$ cat src/rtl/lsu_mem_ctrl.sv
// Load/store memory sequencer: one outstanding data-memory access at a time, with byte-lane
// alignment, load extension, misalignment trap, flush and response timeout.
module lsu_mem_ctrl #(
  parameter int TIMEOUT = 255,
  parameter int CNT_W   = 8
) (
  input  logic        clk,
  input  logic        rst,
  input  logic        req_valid_i,
  input  logic        req_is_load_i,
  input  logic [63:0] req_addr_i,
  input  logic [63:0] req_wdata_i,
  input  logic [1:0]  req_size_i,
  input  logic        req_unsigned_i,
  input  logic        flush_i,
  output logic        mem_req_o,
  output logic        mem_we_o,
  output logic [63:0] mem_addr_o,
  output logic [63:0] mem_wdata_o,
  output logic [7:0]  mem_wmask_o,
  input  logic        mem_ready_i,
  input  logic        mem_rvalid_i,
  input  logic [63:0] mem_rdata_i,
  output logic        stall_o,
  output logic        done_o,
  output logic        inst_is_load_o,
  output logic [63:0] load_data_o,
  output logic        misalign_o,
  output logic        err_o
);

  typedef enum logic [2:0] {IDLE, REQ, RESP, DONE, DRAIN} state_t;

  state_t           state;
  logic             is_load;
  logic [1:0]       size;
  logic [2:0]       offset;
  logic             is_unsigned;
  logic [CNT_W-1:0] cnt;

  logic             misaligned;
  logic [63:0]      wdata_rep;
  logic [63:0]      wdata_lane;
  logic [7:0]       mask_base;
  logic [7:0]       mask_lane;
  logic [63:0]      rlane;
  logic [63:0]      load_ext;
  logic [CNT_W-1:0] cnt_next;
  logic             timeout_hit;

  // Request decode happens in IDLE so the bus fields can be registered on the way into REQ.
  always_comb begin
    misaligned = 1'b0;
    wdata_rep  = req_wdata_i;
    mask_base  = 8'hFF;
    case (req_size_i)
      2'd0: begin
        wdata_rep = {8{req_wdata_i[7:0]}};
        mask_base = 8'h01;
      end
      2'd1: begin
        misaligned = req_addr_i[0];
        wdata_rep  = {4{req_wdata_i[15:0]}};
        mask_base  = 8'h03;
      end
      2'd2: begin
        misaligned = |req_addr_i[1:0];
        wdata_rep  = {2{req_wdata_i[31:0]}};
        mask_base  = 8'h0F;
      end
      default: misaligned = |req_addr_i[2:0];
    endcase
  end

  assign wdata_lane = wdata_rep << {req_addr_i[2:0], 3'b000};
  assign mask_lane  = mask_base << req_addr_i[2:0];

  assign rlane = mem_rdata_i >> {offset, 3'b000};

  always_comb begin
    load_ext = rlane;
    case (size)
      2'd0: load_ext = {{56{~is_unsigned & rlane[7]}}, rlane[7:0]};
      2'd1: load_ext = {{48{~is_unsigned & rlane[15]}}, rlane[15:0]};
      2'd2: load_ext = {{32{~is_unsigned & rlane[31]}}, rlane[31:0]};
      default: load_ext = rlane;
    endcase
  end

  assign cnt_next    = cnt + CNT_W'(1);
  assign timeout_hit = (cnt_next == CNT_W'(TIMEOUT));

  // Reset is folded in so the stall request is dropped the instant reset asserts.
  assign stall_o = rst & ((state == IDLE) ? (req_valid_i & ~flush_i)
                                          : (state == REQ || state == RESP || state == DRAIN));

  always_ff @(posedge clk or negedge rst) begin
    if (!rst) begin
      state          <= IDLE;
      is_load        <= 1'b0;
      size           <= 2'd0;
      offset         <= 3'd0;
      is_unsigned    <= 1'b0;
      cnt            <= '0;
      mem_req_o      <= 1'b0;
      mem_we_o       <= 1'b0;
      mem_addr_o     <= 64'd0;
      mem_wdata_o    <= 64'd0;
      mem_wmask_o    <= 8'd0;
      done_o         <= 1'b0;
      inst_is_load_o <= 1'b0;
      load_data_o    <= 64'd0;
      misalign_o     <= 1'b0;
      err_o          <= 1'b0;
    end else begin
      done_o         <= 1'b0;
      inst_is_load_o <= 1'b0;
      misalign_o     <= 1'b0;
      err_o          <= 1'b0;
      case (state)
        IDLE: begin
          if (req_valid_i && !flush_i) begin
            is_load     <= req_is_load_i;
            size        <= req_size_i;
            offset      <= req_addr_i[2:0];
            is_unsigned <= req_unsigned_i;
            if (misaligned) begin
              state          <= DONE;
              done_o         <= 1'b1;
              misalign_o     <= 1'b1;
              inst_is_load_o <= req_is_load_i;
            end else begin
              state       <= REQ;
              mem_req_o   <= 1'b1;
              mem_we_o    <= ~req_is_load_i;
              mem_addr_o  <= {req_addr_i[63:3], 3'b000};
              mem_wdata_o <= wdata_lane;
              mem_wmask_o <= mask_lane;
            end
          end
        end
        REQ: begin
          if (flush_i || mem_ready_i) begin
            mem_req_o   <= 1'b0;
            mem_we_o    <= 1'b0;
            mem_addr_o  <= 64'd0;
            mem_wdata_o <= 64'd0;
            mem_wmask_o <= 8'd0;
            cnt         <= '0;
          end
          // An accepted load under flush still owes us a response, which must be swallowed.
          if (flush_i) begin
            state <= (mem_ready_i && is_load) ? DRAIN : IDLE;
          end else if (mem_ready_i) begin
            if (is_load) begin
              state <= RESP;
            end else begin
              state  <= DONE;
              done_o <= 1'b1;
            end
          end
        end
        RESP: begin
          if (flush_i) begin
            state <= (mem_rvalid_i || timeout_hit) ? IDLE : DRAIN;
            cnt   <= cnt_next;
          end else if (mem_rvalid_i) begin
            state          <= DONE;
            done_o         <= 1'b1;
            inst_is_load_o <= 1'b1;
            load_data_o    <= load_ext;
          end else if (timeout_hit) begin
            state          <= DONE;
            done_o         <= 1'b1;
            inst_is_load_o <= 1'b1;
            err_o          <= 1'b1;
          end else begin
            cnt <= cnt_next;
          end
        end
        DRAIN: begin
          if (mem_rvalid_i || timeout_hit) state <= IDLE;
          else cnt <= cnt_next;
        end
        DONE: state <= IDLE;
        default: state <= IDLE;
      endcase
    end
  end

endmodule

$ cat config.mk
export PLATFORM = sky130hd
export DESIGN_NAME = lsu_mem_ctrl
export DESIGN_NICKNAME = d
export VERILOG_FILES = /design/src/rtl/lsu_mem_ctrl.sv
export SDC_FILE = /design/constraint.sdc
export NUM_CORES = 1
export LEC_CHECK = 0
export BUFFER_PORTS_ARGS = -buffer_cell sky130_fd_sc_hd__buf_2
export CORE_UTILIZATION = 47
export DETAILED_ROUTE_END_ITERATION = 8
export GPL_TIMING_DRIVEN = 1
export PLACE_DENSITY_LB_ADDON = 0.12
export SETUP_SLACK_MARGIN = 0.15
export SKIP_LAST_GASP = 1
export SYNTH_ARGS = -nofsm -noshare
export SYNTH_HDL_FRONTEND = slang
export SYNTH_SLANG_ARGS = --single-unit
$ cat constraint.sdc
create_clock -name clk -period 1.8 [get_ports clk]
set_input_delay 0.18 -clock clk [delete_from_list [all_inputs] [get_ports clk]]
set_output_delay 0.18 -clock clk [all_outputs]
set_load 0.005 [all_outputs]
==> results.json <==
{
  "die_h_um": 167.0,
  "hold_class": "input pin to flop",
  "hold_viol": 0,
  "cts.sinks": 221,
  "io_pins": 409,
  "r2r_start": "state[0]$_DFFE_PN0P_",
  "grt_max_degree": 108,
  "layout_commonest_cell": "buf_2",
  "synth-seq-area-share_pct": 43.23,
  "path_class": "flop to flop",
  "status": "finished, violations left",
  "ir_drop_mv": 0.9316,
  "grt_pass1_wl_um": 78320,
  "dpl_cell_area_mm2": 0.01674,
  "cts_root_buf": "clkbuf_16",
  "reg2reg_setup_slack_ns": -0.31,
  "place_hpwl_um": 36310,
  "finalClockSkew_ns": 0.01029,
  "p_sw_share_pct": 39.66,
  "dp.cells": 2290,
  "setup_viol": 203,
  "synth_flop_cell": "dfrtp_1",
  "start_util_pct": 47.74,
  "place_congestion": 1.031,
  "worstPathRequired_ns": 2.20,
  "min_period_ns": 2.109,
  "fin_nets": 2314,
  "fin_crit_sh_pct": 117.2,
  "worstPathMaxFanout": 5,
  "fin_area_mm2": 0.02029,
  "syn_inst": 1448,
  "wirelength_um": 55080,
  "slowest_stage": "or4_4",
  "cpMostUsedCell": "buf_12",
  "r2r_cells": 9,
  "worstPathCellList": "buf_8 -> nand2b_4 -> o22ai_4 -> or4_4 -> buf_12 -> buf_12 -> buf_16 -> nand2_2 -> o21ai_1",
  "p_leak_nw": 10.03,
  "rsz0062_at_grt": "yes",
  "dr_total_vias": 14804,
  "synth-edff-count": 0,
  "viasPerCell": 5.986,
  "cp-endpoint": "mem_wmask_o[3]$_DFFE_PN0P_",
  "p_int_w": 0.01846,
  "p_seq_share_pct": 27.3,
  "track_usage_pct": 35.89,
  "drt_iter0_drc": 1463,
  "cp-start-kind": "flop",
  "syn_area_mm2": 0.01279,
  "synthArstFlopShare_pct": 100.0,
  "cts_tree": "yes",
  "drv_slew": 0,
  "ys_seq_elements": 221,
  "critPathCaptureType": "flop",
  "htreeDepth": 1,
  "p_sw_w": 0.01214,
  "drc": 0,
  "die_w_um": 167.0,
  "violations": "negative setup slack",
  "cap_violations": 0,
  "ys_types": 68,
  "crit_start": "state[0]$_DFFE_PN0P_",
  "crit-reg2reg-capture": "mem_wmask_o[3]$_DFFE_PN0P_",
  "drtAntennaViolNets": 0,
  "final_cells": 2473,
  "grt_antenna_before_repair": 8,
  "layout_common_cells": "404 x buf_2, 215 x dfrtp_1, 208 x nand2_1, 207 x buf_4, 109 x nor2_1",
  "io_buffers": 405,
  "cts_buffers": 25,
  "core_area_mm2": 0.02680,
  "nFillCells": 1861,
  "yosys_warnings": 0,
  "gr-total-overflow": 0,
  "drt-pass1-iter-count": 6,
  "drive_gt1_share_pct": 45.46,
  "power.density_mw_per_mm2": 1508,
  "rows": 60,
  "crit_arrival_ns": 2.51,
  "max_stage_delay_ns": 0.59,
  "syn_area_per_cell_um2": 8.835,
  "clk_pin_slew_worst_paths_ns": 0.06,
  "grt_pass1_vias": 14334,
  "pwr-share-clk_pct": 17.6,
  "syn_to_final_growth_pct": 58.58,
  "relSlewSlack_pct": 57.26,
  "clkLatencyLatePin_ns": 0.54,
  "worst_slew_pin_slew_ns": 0.6410,
  "wl_per_cell_um": 22.27,
  "fmax_mhz": 474.2,
  "finalSetupTns_ns": -40.48,
  "cts_buffer_depth": 3,
  "fp.dieArea_mm2": 0.02788,
  "setup_slack_ns": -0.3090,
  "total_power_w": 0.03060,
  "combPwrFrac_pct": 55.1
}
==> power groups by stage <==
stage	registers (W)	logic, W	clock network [W]
2_1_floorplan	0.00805	0.00703	0
5_1_grt	0.00851	0.0179	0.00563
4_1_cts	0.00813	0.0144	0.00539
6_report	0.00834	0.0169	0.00539
3_3_place_gp	0.00809	0.0121	0
3_5_place_dp	0.00812	0.0123	0
==> registers in the layout, indices dropped and copies added (netlist names) <==
name            count
cnt                 8
done_o              1
err_o               1
inst_is_load_o      1
is_load             1
is_unsigned         1
load_data_o        64
mem_addr_o         61
mem_req_o           1
mem_wdata_o        64
mem_we_o            1
mem_wmask_o         8
misalign_o          1
offset              3
size                2
state               3
==> worst min path at each step <==
stage	start	end	slack, ns	cells past startpoint
2_1_floorplan	rst	cnt[0]$_DFFE_PN0P_	-0.12	0
3_3_place_gp	rst	offset[1]$_DFFE_PN0P_	0.05	1
3_5_place_dp	rst	offset[1]$_DFFE_PN0P_	0.05	1
4_1_cts	mem_rdata_i[57]	load_data_o[57]$_DFFE_PN0P_	0.03	3
5_1_grt	mem_rdata_i[60]	load_data_o[60]$_DFFE_PN0P_	0.03	3
6_report	mem_rdata_i[62]	load_data_o[62]$_DFFE_PN0P_	0.03	3
==> stage by stage <==
stage	hold WS (ns)	utilization (%)	setup WS (ns)
after global routing	0.03070	75.67	-0.3464
final	0.03338	75.70	-0.3090
after detailed placement	0.04924	62.47	-0.4149
after CTS	0.02727	71.27	-0.2210
after floorplan	-0.1156	-	-0.09486
after global placement	0.04582	62.47	-0.4125
==> per-layer routing <==
metal  share of wire (%)  track usage, %
met2                  49           61.34
met5               0.069               0
met1                  37           43.17
met3                 8.4           6.250
met4                 5.9           19.20
==> area by class of cell <==
class | count | area [um2] | area share, %
Multi-Input combinational cell | 1083 | 7616 | 37.54
Timing Repair Buffer | 764 | 5777 | 28.47
Sequential cell | 221 | 5538 | 27.30
Clock buffer | 38 | 734.5 | 3.620
Tap cell | 341 | 426.7 | 2.103
Clock inverter | 6 | 115.1 | 0.5674
Inverter | 15 | 68.82 | 0.3392
Antenna cell | 5 | 12.51 | 0.06167
==> worst max-delay path, delay by kind of cell, from the launching register on <==
kind	cells	cell delay [ns]
flip-flops	1	0.46
buffers and inverters	4	0.62
AO/OA/AOI/OAI	2	0.16
AND/OR/NAND/NOR	3	0.73
==> cells in the mapped netlist, types with 7 or more instances <==
cell type    n  area, um2
a211oi_1    16      120.1
a21o_1      11      82.58
a21oi_1     96      480.5
a22o_1      24      210.2
a22oi_1     14      105.1
a31oi_1     20      125.1
and2_1       8      50.05
buf_2       36      180.2
buf_4        8      60.06
clkbuf_1    79      296.5
dfrtp_1    221       5530
inv_1       15      56.30
mux2_2      22      247.7
mux2i_1     96      960.9
mux4_2      19      427.9
nand2_1    249      934.7
nand2b_1    11      68.82
nand3_1     20      100.1
nor2_1     115      431.7
nor2b_1     16      100.1
nor3_1      18      90.09
o211ai_1     7      52.55
o21ai_0    180      900.9
o221ai_1     9      78.83
o22a_1      17      148.9
o22ai_1     12      75.07
o31ai_1      9      67.56
==> cells by family (layout without fill, tap and decap cells) <==
group                      after synthesis  count (layout)  synth area share [%]
xor gates and xnor gates                 3               3                0.2054
adders and majority gates                2               2                0.1956
AOI/OAI and AO/OA                      469             469                 22.84
DFF                                    221             221                 43.23
and+or+nand+nor                        466             469                 15.46
muxes                                  137             137                 12.79
buffers and inverters                  149             823                 5.252
other                                    1               8               0.02931
==> repair_timing <==
item | CTS | global route
hold buffers | 66 | 0
gates resized for setup | 118 | 224
pin swaps | 30 | 77
setup buffers | 21 | 25
cloned | 11 | 11
endpoints found under the hold margin | 256 | 0
endpoints found under the setup margin | 212 | 217
No activity file was read; power rests on OpenSTA's default activity.
